### config.mk
export PLATFORM = sky130hd
export DESIGN_NAME = plb_cache_responder_flat
export DESIGN_NICKNAME = d
export VERILOG_FILES = /design/src/rtl/plb_cache_responder_pkg.sv /design/src/rtl/plb_cache_responder_if.sv /design/src/rtl/plb_cache_responder_victim_sel.sv /design/src/rtl/plb_cache_responder.sv /design/src/flat_wrapper.sv
export SDC_FILE = /design/constraint.sdc
export NUM_CORES = 1
export LEC_CHECK = 0
export CAP_MARGIN = 10
export CORE_UTILIZATION = 54
export DETAILED_ROUTE_END_ITERATION = 10
export PLACE_DENSITY = 0.74
export RECOVER_POWER = 50
export SYNTH_ARGS = -nofsm -noshare
export SYNTH_HDL_FRONTEND = slang
export SYNTH_HIERARCHICAL = 1
export SYNTH_SLANG_ARGS = --single-unit
### constraint.sdc
create_clock -name clk_i -period 5.5 [get_ports clk_i]
set_input_delay 1.65 -clock clk_i [delete_from_list [all_inputs] [get_ports clk_i]]
set_output_delay 1.65 -clock clk_i [all_outputs]
set_load 0.02 [all_outputs]
### src/rtl/plb_cache_responder_pkg.sv
// Shared types for the PLB cache responder.
// Lookup key, response byte layout and fill checks.
package plb_cache_responder_pkg;

  typedef struct packed {
    logic [3:0]  sid;
    logic [15:0] page;
  } plb_lookup_req_t;

  localparam int PLB_ADDR_W = $bits(plb_lookup_req_t);
  localparam int PLB_ENTRIES_DEFAULT = 8;

  localparam int PLB_PERM_R = 2;
  localparam int PLB_PERM_W = 1;
  localparam int PLB_PERM_X = 0;

  typedef struct packed {
    logic [3:0] rsvd;
    logic [2:0] perm;
    logic       hit;
  } plb_resp_t;

  // Fill byte carries {r,w,x} in [3:1]; all else must be zero.
  function automatic logic fill_bad(
    input logic [7:0] d
  );
    return (|d[7:4]) | d[0];
  endfunction

endpackage

### src/rtl/plb_cache_responder_if.sv
// PLB cache memory port between walker (master)
// and the responder (slave).
interface plb_cache_responder_if
  import plb_cache_responder_pkg::*;
#(
  parameter int ADDR_WIDTH = PLB_ADDR_W
) ();

  logic                  req;
  logic                  gnt;
  logic                  valid;
  logic [ADDR_WIDTH-1:0] addr;
  logic [7:0]            rdata;
  logic [7:0]            wdata;
  logic                  we;
  logic                  be;
  logic                  error;

  modport master (
    output req, addr, wdata, we, be,
    input  gnt, valid, rdata, error
  );

  modport slave (
    input  req, addr, wdata, we, be,
    output gnt, valid, rdata, error
  );

endinterface

### src/rtl/plb_cache_responder_victim_sel.sv
// Victim choice: lowest free entry, else the
// round-robin pointer.
module plb_cache_responder_victim_sel #(
  parameter int ENTRIES = 8
) (
  input  logic                       clk_i,
  input  logic                       rst_ni,
  input  logic                       flush_i,
  input  logic [ENTRIES-1:0]         valid_i,
  input  logic                       advance_i,
  output logic [$clog2(ENTRIES)-1:0] victim_o,
  output logic                       full_o
);

  localparam int IDX_W = $clog2(ENTRIES);

  logic [IDX_W-1:0] ptr_q, ptr_d;
  logic [IDX_W-1:0] free_idx;
  logic             any_free;

  always_comb begin
    free_idx = '0;
    any_free = 1'b0;
    for (int i = ENTRIES-1; i >= 0; i--) begin
      if (!valid_i[i]) begin
        free_idx = IDX_W'(i);
        any_free = 1'b1;
      end
    end
  end

  always_comb begin
    ptr_d = ptr_q;
    if (flush_i)
      ptr_d = '0;
    else if (advance_i)
      ptr_d = ptr_q + 1'b1;
  end

  always_ff @(posedge clk_i) begin
    if (!rst_ni)
      ptr_q <= '0;
    else
      ptr_q <= ptr_d;
  end

  assign victim_o = any_free ? free_idx : ptr_q;
  assign full_o   = ~any_free;

endmodule

### src/rtl/plb_cache_responder.sv
// Fully-associative PLB serving the walker's
// plb_cache_mem port: lookups and fills.
module plb_cache_responder
  import plb_cache_responder_pkg::*;
#(
  parameter int ENTRIES    = PLB_ENTRIES_DEFAULT,
  parameter int DATA_WIDTH = 8,
  parameter int ADDR_WIDTH = PLB_ADDR_W
) (
  input  logic clk_i,
  input  logic rst_ni,
  input  logic flush_i,
  plb_cache_responder_if.slave plb_cache_mem
);

  localparam int IDX_W = $clog2(ENTRIES);

  logic [ENTRIES-1:0]    vld_q;
  logic [ADDR_WIDTH-1:0] tag_q  [ENTRIES];
  logic [2:0]            perm_q [ENTRIES];

  logic                  valid_q;
  logic                  error_q;
  logic [DATA_WIDTH-1:0] rdata_q, rdata_d;

  logic                  gnt, err, wr_ok;
  logic                  hit, full, advance;
  logic [ENTRIES-1:0]    hit_vec;
  logic [IDX_W-1:0]      hit_idx, victim;
  logic [2:0]            hit_perm, fill_perm;
  plb_resp_t             resp;

  always_comb begin
    gnt = plb_cache_mem.req & ~flush_i & rst_ni;
    err = ~plb_cache_mem.be
        | (plb_cache_mem.we
           & fill_bad(plb_cache_mem.wdata));
    wr_ok = gnt & plb_cache_mem.we & ~err;
  end

  always_comb begin
    fill_perm = '0;
    fill_perm[PLB_PERM_R] = plb_cache_mem.wdata[3];
    fill_perm[PLB_PERM_W] = plb_cache_mem.wdata[2];
    fill_perm[PLB_PERM_X] = plb_cache_mem.wdata[1];
  end

  // Tags are unique, so OR-reducing the hit lane is exact.
  always_comb begin
    hit_vec  = '0;
    hit_idx  = '0;
    hit_perm = '0;
    for (int i = 0; i < ENTRIES; i++) begin
      hit_vec[i] = vld_q[i]
                 & (tag_q[i] == plb_cache_mem.addr);
      if (hit_vec[i]) begin
        hit_idx  = hit_idx | IDX_W'(i);
        hit_perm = hit_perm | perm_q[i];
      end
    end
    hit = |hit_vec;
  end

  always_comb begin
    resp      = '0;
    resp.perm = hit_perm;
    resp.hit  = 1'b1;
    rdata_d   = '0;
    if (gnt & ~plb_cache_mem.we & ~err & hit)
      rdata_d = resp;
    advance = wr_ok & ~hit & full;
  end

  plb_cache_responder_victim_sel #(
    .ENTRIES (ENTRIES)
  ) u_victim (
    .clk_i     (clk_i),
    .rst_ni    (rst_ni),
    .flush_i   (flush_i),
    .valid_i   (vld_q),
    .advance_i (advance),
    .victim_o  (victim),
    .full_o    (full)
  );

  always_ff @(posedge clk_i) begin
    if (!rst_ni) begin
      vld_q   <= '0;
      valid_q <= 1'b0;
      rdata_q <= '0;
      error_q <= 1'b0;
    end else begin
      valid_q <= gnt;
      rdata_q <= rdata_d;
      error_q <= gnt & err;
      if (flush_i)
        vld_q <= '0;
      else if (wr_ok & ~hit)
        vld_q[victim] <= 1'b1;
    end
  end

  always_ff @(posedge clk_i) begin
    if (wr_ok) begin
      if (hit) begin
        perm_q[hit_idx] <= fill_perm;
      end else begin
        tag_q[victim]  <= plb_cache_mem.addr;
        perm_q[victim] <= fill_perm;
      end
    end
  end

  assign plb_cache_mem.gnt   = gnt;
  assign plb_cache_mem.valid = valid_q;
  assign plb_cache_mem.rdata = rdata_q;
  assign plb_cache_mem.error = error_q;

endmodule

### src/flat_wrapper.sv
// flat-port wrapper written by rule: the top's interface ports become plain ports
module plb_cache_responder_flat import plb_cache_responder_pkg::*;
#(
  parameter int ENTRIES    = PLB_ENTRIES_DEFAULT,
  parameter int DATA_WIDTH = 8,
  parameter int ADDR_WIDTH = PLB_ADDR_W
)
  (clk_i, rst_ni, flush_i, plb_cache_mem_req, plb_cache_mem_addr, plb_cache_mem_wdata, plb_cache_mem_we, plb_cache_mem_be, plb_cache_mem_gnt, plb_cache_mem_valid, plb_cache_mem_rdata, plb_cache_mem_error);
  plb_cache_responder_if #(.ADDR_WIDTH(ADDR_WIDTH)) plb_cache_mem_i ();
  input  logic clk_i;
  input  logic rst_ni;
  input  logic flush_i;
  input wire logic [$bits(plb_cache_mem_i.req)-1:0] plb_cache_mem_req;
  input wire logic [$bits(plb_cache_mem_i.addr)-1:0] plb_cache_mem_addr;
  input wire logic [$bits(plb_cache_mem_i.wdata)-1:0] plb_cache_mem_wdata;
  input wire logic [$bits(plb_cache_mem_i.we)-1:0] plb_cache_mem_we;
  input wire logic [$bits(plb_cache_mem_i.be)-1:0] plb_cache_mem_be;
  output wire logic [$bits(plb_cache_mem_i.gnt)-1:0] plb_cache_mem_gnt;
  output wire logic [$bits(plb_cache_mem_i.valid)-1:0] plb_cache_mem_valid;
  output wire logic [$bits(plb_cache_mem_i.rdata)-1:0] plb_cache_mem_rdata;
  output wire logic [$bits(plb_cache_mem_i.error)-1:0] plb_cache_mem_error;
  assign plb_cache_mem_i.req = plb_cache_mem_req;
  assign plb_cache_mem_i.addr = plb_cache_mem_addr;
  assign plb_cache_mem_i.wdata = plb_cache_mem_wdata;
  assign plb_cache_mem_i.we = plb_cache_mem_we;
  assign plb_cache_mem_i.be = plb_cache_mem_be;
  assign plb_cache_mem_gnt = plb_cache_mem_i.gnt;
  assign plb_cache_mem_valid = plb_cache_mem_i.valid;
  assign plb_cache_mem_rdata = plb_cache_mem_i.rdata;
  assign plb_cache_mem_error = plb_cache_mem_i.error;
  plb_cache_responder #(.ENTRIES(ENTRIES), .DATA_WIDTH(DATA_WIDTH), .ADDR_WIDTH(ADDR_WIDTH)) u_core (.clk_i(clk_i), .rst_ni(rst_ni), .flush_i(flush_i), .plb_cache_mem(plb_cache_mem_i));
endmodule
== Word-level counts from Yosys, hierarchy flattened ==
Memories as Yosys holds them, arrays and structs flattened.
Cells that the tools add are included.

* Mux-type cells: 44
* Reduce and logical (&&, ||, !) cells: 6
* Bitwise operators: 36
* Equality and inequality tests: 8
* $lt $le $gt $ge: 2
* Add/subtract/negate cells: 1

{| class="wikitable"
|+ Operators with widths
! operator !! number
|-
| $eq A20 B20 Y1 || 8
|-
| $mux W3 || 23
|-
| $or A3 B3 Y3 || 7
|-
| $and A1 B1 Y1 || 19
|-
| $mux W1 || 18
|-
| $or A8 B8 Y8 || 1
|-
| $reduce_or A8 Y1 || 1
|-
| $not A1 Y1 || 7
|-
| $lt A3 B4 Y1 const B || 1
|-
| $mux W2 || 2
|-
| $reduce_or A4 Y1 || 1
|-
| $add A3 B1 Y3 const B || 1
|-
| $demux W1 S3 || 1
|-
| $ge A3 B1 Y1 const B || 1
|-
| $reduce_or A3 Y1 || 1
|-
| $or A1 B1 Y1 || 2
|-
| $reduce_and A2 Y1 || 1
|-
| $reduce_or A2 Y1 || 1
|-
| $logic_and A1 B1 Y1 || 1
|}

* Bits in registers: 21
* Bits of input ports: 34
* RAM bits: 184
* Memories kept: 2
* Word-level logic and storage cells: 105

{| class="wikitable"
|+ Memories
! memory !! words !! width !! rd ports !! clocked after Yosys merged registers in !! wr ports !! line !! source
|-
| u_core.tag_q || 8 || 20 || 8 || 0 || 1 || plb_cache_responder.sv:19 || <nowiki>logic [ADDR_WIDTH-1:0] tag_q [ENTRIES];</nowiki>
|-
| u_core.perm_q || 8 || 3 || 8 || 0 || 1 || plb_cache_responder.sv:20 || <nowiki>logic [2:0] perm_q [ENTRIES];</nowiki>
|}

== Depth between registers and ports, before layout ==
An unclocked memory read counts as a cell.

* Depth after elaboration: 18
* Gate-level depth with buffers: 12
* Depth with buffers taken out: 10

== Hierarchy ==
Netlist, hierarchy kept.

{| class="wikitable"
|+ By module, submodules not included
! module !! instances !! cells each !! area an instance (sq um)
|-
| plb_cache_responder || 1 || 549 || 8448.1
|-
| plb_cache_responder_victim_sel || 1 || 27 || 203.9
|}

== Worst setup path after synthesis ==
Ideal clock, no wire load.

* Path kind: input-to-reg
* Start point: input port plb_cache_mem_wdata[7]
* End point: memory u_core/tag_q[0][0] (netlist bit), enable pin
* Path slack: -0.260 ns
* Library setup time: 0.455 ns
* Cell stages on the path: 7
* Data arrival time: 5.305 ns
* Path buffers: 1
* Data required time: 5.045 ns
* Cell sequence: or4b_1 -> nor3_1 -> and3_1 -> and3_1 -> clkbuf_1 -> nand2_1 -> nor4b_1

* Word-level cells in the longest chain between the ends: 8

{| class="wikitable"
|+ Ends and longest elaborated chain
! what !! line !! source
|-
| start, declared || flat_wrapper.sv:15 || <nowiki>input wire logic [$bits(plb_cache_mem_i.wdata)-1:0] plb_cache_mem_wdata;</nowiki>
|-
| $reduce_or A4 Y1 || plb_cache_responder_pkg.sv:27 || <nowiki>return (|d[7:4]) | d[0];</nowiki>
|-
| $or A1 B1 Y1 || plb_cache_responder_pkg.sv:27 ||
|-
| $and A1 B1 Y1 || plb_cache_responder.sv:37 || <nowiki>& fill_bad(plb_cache_mem.wdata));</nowiki>
|-
| $or A1 B1 Y1 || plb_cache_responder.sv:36 || <nowiki>| (plb_cache_mem.we</nowiki>
|-
| $not A1 Y1 || plb_cache_responder.sv:38 || <nowiki>wr_ok = gnt & plb_cache_mem.we & ~err;</nowiki>
|-
| $and A1 B1 Y1 || plb_cache_responder.sv:38 ||
|-
| $mux W1 || plb_cache_responder.sv:104 || <nowiki>if (wr_ok) begin</nowiki>
|-
| $mux W1 (implied by the code) || plb_cache_responder.sv:108 || <nowiki>tag_q[victim] <= plb_cache_mem.addr;</nowiki>
|-
| end, declared || plb_cache_responder.sv:19 ||
|}

No other way between the ends.

== Worst setup path in the final report ==
* Start point: input port plb_cache_mem_addr[4]
* End point: memory u_core.perm_q[0][0], enable pin

* Word-level cells in the longest chain between the ends: 10
* Elaborated cells on any way between the ends: 33
* Classes of those cells: eq/ne: 8; mux: 15; bitwise: 8; reduce/logical: 2

{| class="wikitable"
|+ Ends and longest elaborated chain
! what !! line !! source
|-
| start, declared || flat_wrapper.sv:14 || <nowiki>input wire logic [$bits(plb_cache_mem_i.addr)-1:0] plb_cache_mem_addr;</nowiki>
|-
| $eq A20 B20 Y1 || plb_cache_responder.sv:55 || <nowiki>& (tag_q[i] == plb_cache_mem.addr);</nowiki>
|-
| $and A1 B1 Y1 || plb_cache_responder.sv:55 ||
|-
| $mux W1 || plb_cache_responder.sv:56 || <nowiki>if (hit_vec[i]) begin</nowiki>
|-
| $mux W2 (2 in a row) || plb_cache_responder.sv:56 ||
|-
| $mux W3 (4 in a row) || plb_cache_responder.sv:56 ||
|-
| $mux W3 (no source line) || - ||
|-
| end, declared || plb_cache_responder.sv:20 ||
|}

Parallel ways exist; a longest one is shown, timed or not.

==> flow_summary_export.csv <==
group,metric,value,unit
worst_setup_path,cp.required,5.63,ns
clock_network,clk_latency,0.50,ns
sta,rsz0062_at_grt,"no",
die,coreArea,15400,µm²
synth,ys_ff_latch,201,
worst_hold_path,hold_class,"reg -> reg",
final_layout,multi_input_area,2600,µm²
place,numPortBuffers,40,
sta,max_slew_margin,0.237,
final_layout,layout.cells.most_common,"edfxtp_1",
die,fp.dieW,129,µm
detailed_routing,drc,0,
final_layout,drive_gt1_frac,0.106,
clock_network,clock-sinks,201,
synth,synth_area_per_cell,15.0,µm²
status,status,"finished, final reports clean",
worst_setup_path,critical_path_class,"in -> reg",
place,dp_cells,843,
sta,tightest_slew,1.14,ns
final_layout,diodes,0,
clock_network,clk_path_buf_depth,3,
worst_setup_path,crit_path_max_fanout,11,
global_routing,grt_overflow_total,0,
final_layout,final_cell_mix,"184 x edfxtp_1, 85 x xnor2_1, 77 x xor2_1, 29 x dlygate4sd3_1, 23 x nand4_1",
place,gp_congestion,0.894,
synth,synthArstFlopShare,0,
detailed_routing,wl_per_cell,21.2,µm
worst_setup_path,startpoint_type,"input port",
global_routing,antenna_found_initial,0,
sta,slew_violations,0,
final_layout,nNetsFinal,690,
detailed_routing,routed-via-count,4989,
detailed_routing,first_pass_iters,5,
detailed_routing,final_antenna_net_count,0,
die,die_h,129,µm
synth,seq_area_frac_synth,0.678,
final_layout,finalNonFillerCells,880,
synth,synth-edff-count,184,
clock_network,root_buffer,"clkbuf_16",
final_layout,seq_area,5870,µm²
die,fp-row-count,45,
sta,setup_viol,0,
synth,synthFlopType,"edfxtp_1",
power,ir_worst_vdd,0.296,mV
die,die_area,16500,µm²
worst_setup_path,arrival,5.26,ns
synth,ys_top_cells_by_area,"edfxtp_1 64%, xnor2_1 8.6%, xor2_1 7.8%",
clock_network,cts_tree,"done",
synth,syn-cell-area,8650,µm²
clock_network,cts_resized,0,
global_routing,grt_pass1_vias,5155,
clock_network,htreeDepth,1,
clock_network,numCtsBuffers,21,
synth,synth_top_area_share,0.639,
place,place_ws,0.0511,ns
final_layout,n_fill_cell,1104,
sta,period_share,0.933,
die,initial_utilization,0.561,
detailed_routing,via_per_inst,5.67,
sta,fin_skew,0.0116,ns
power,powerDensity,321,nW/µm²
sta,hold_viol_final,0,
worst_setup_path,worstSetupEndpointType,"register",
sta,timing.final.ws_setup,0.369,ns
die,io_pins,45,
detailed_routing,wirelength,18600,µm
synth,synth_top_area_cell,"edfxtp_1",
detailed_routing,drt_iter0_drc,470,
sta,max_freq,195,MHz
global_routing,grt_pass1_wl,29000,µm
clock_network,clk_pin_slew,0.06,ns
sta,fin_crit,5.13,ns
global_routing,grt.total_usage,0.237,
clock_network,cts_setup_buffers,0,
clock_network,ctsHoldBuffers,0,
final_layout,syn_to_final_growth,17.9,%
job,maxCapViolCount,0,
synth,synth_warnings,6,
synth,ys_types,50,
global_routing,grt_max_degree,21,
place,hpwl,12600,µm
synth,synthCells,576,
power,p_leak,3.27,nW
[flip-flops by register name (all words and copies together), names as in the netlist]
register                    cells
u_core/vld_q                    8
u_core/plb_cache_mem.error      1
u_core/u_victim/ptr_q           3
u_core/tag_q                  160
u_core/perm_q                  24
u_core/plb_cache_mem.valid      1
u_core/plb_cache_mem.rdata      4
[report_power, final]
part / internal (mW) / leakage, nW / total [mW] / switching, mW
combinational: 0.0635 / 1.13 / 0.155 / 0.0914
sequential: 1.67 / 1.79 / 1.67 / 0.000158
clock: 0.887 / 0.346 / 1.45 / 0.567
total: 2.62 / 3.27 / 3.27 / 0.658
[critical path, stage by stage]
cell	delay (ns)
dlygate4sd3_1	0.92
clkbuf_1	0.31
xnor2_1	0.16
nand4_1	0.20
nor4_1	0.59
nand2_1	0.18
and3_1	0.28
a2111o_1	0.47
nor3_1	0.50
[synth_stat cells (2+ instances only)]
cell type,number
a22o_1,7
buf_6,5
o41ai_1,4
dfxtp_1,17
xor2_1,77
nor3b_1,2
nor4b_1,2
nand4_1,23
or2_2,2
clkbuf_1,4
and3_1,5
a22oi_1,6
nor4_1,22
nand2b_1,3
a31oi_1,6
nand2_1,11
nor2b_1,3
inv_1,9
nor2_1,11
nor3_1,23
nor4_4,2
nand3_1,6
a32o_1,2
xnor2_1,85
buf_2,12
edfxtp_1,184
o311ai_1,2
a221oi_1,3
buf_4,10
and2_1,8
[cell type report]
class	instances	area share
Inverter	9	0.00331
Clock buffer	23	0.0522
Sequential cell	201	0.575
Tap cell	211	0.0259
Timing Repair Buffer	85	0.0723
Multi-Input combinational cell	337	0.255
Clock inverter	14	0.0168
[per-stage QoR]
stage	utilization	power [mW]	cell area [µm²]	hold WS (ns)	TNS (ns)
2_1_floorplan	-	1.79	8660	0.480	-14.38
3_3_place_gp	0.621	1.86	9580	0.506	0
3_5_place_dp	0.621	1.86	9580	0.518	0
4_1_cts	0.666	3.31	10300	0.535	0
5_1_grt	0.661	3.35	10200	0.555	0
6_report	0.661	3.27	10200	0.529	0
[cells by family after synthesis]
kind of cell | after synthesis | share of synthesized area
adder cells (fa/ha/maj) | 1 | 0.00145
other | 1 | 0.000433
buffers and inverters | 41 | 0.0282
AND/OR/NAND/NOR | 130 | 0.0894
XOR/XNOR | 162 | 0.164
AO/OA/AOI/OAI | 39 | 0.0375
multiplexers | 1 | 0.00116
flip-flops | 201 | 0.678
[worst paths after layout]
path	depth (start not counted)	slack, ns	from	to
setup / recovery	9	0.37	plb_cache_mem_addr[4]	u_core/perm_q[0][0]
hold / removal	2	0.53	u_core/u_victim/ptr_q[2]	u_core/u_victim/ptr_q[2]
setup reg to reg	7	2.13	u_core/tag_q[3][10]	u_core/perm_q[0][0]
hold reg to reg	2	0.53	u_core/u_victim/ptr_q[2]	u_core/u_victim/ptr_q[2]
[metal layers]
| metal | wire (µm) | GRT usage | vias up |
|---|---|---|---|
| met5 | 0 | 0 | - |
| met4 | 454 | 0.0747 | 0 |
| met3 | 1100 | 0.0437 | 35 |
| met2 | 9210 | 0.406 | 179 |
| met1 | 7850 | 0.309 | 2482 |
| li1 | - | - | 2293 |
(Power assumes the default switching activity.)
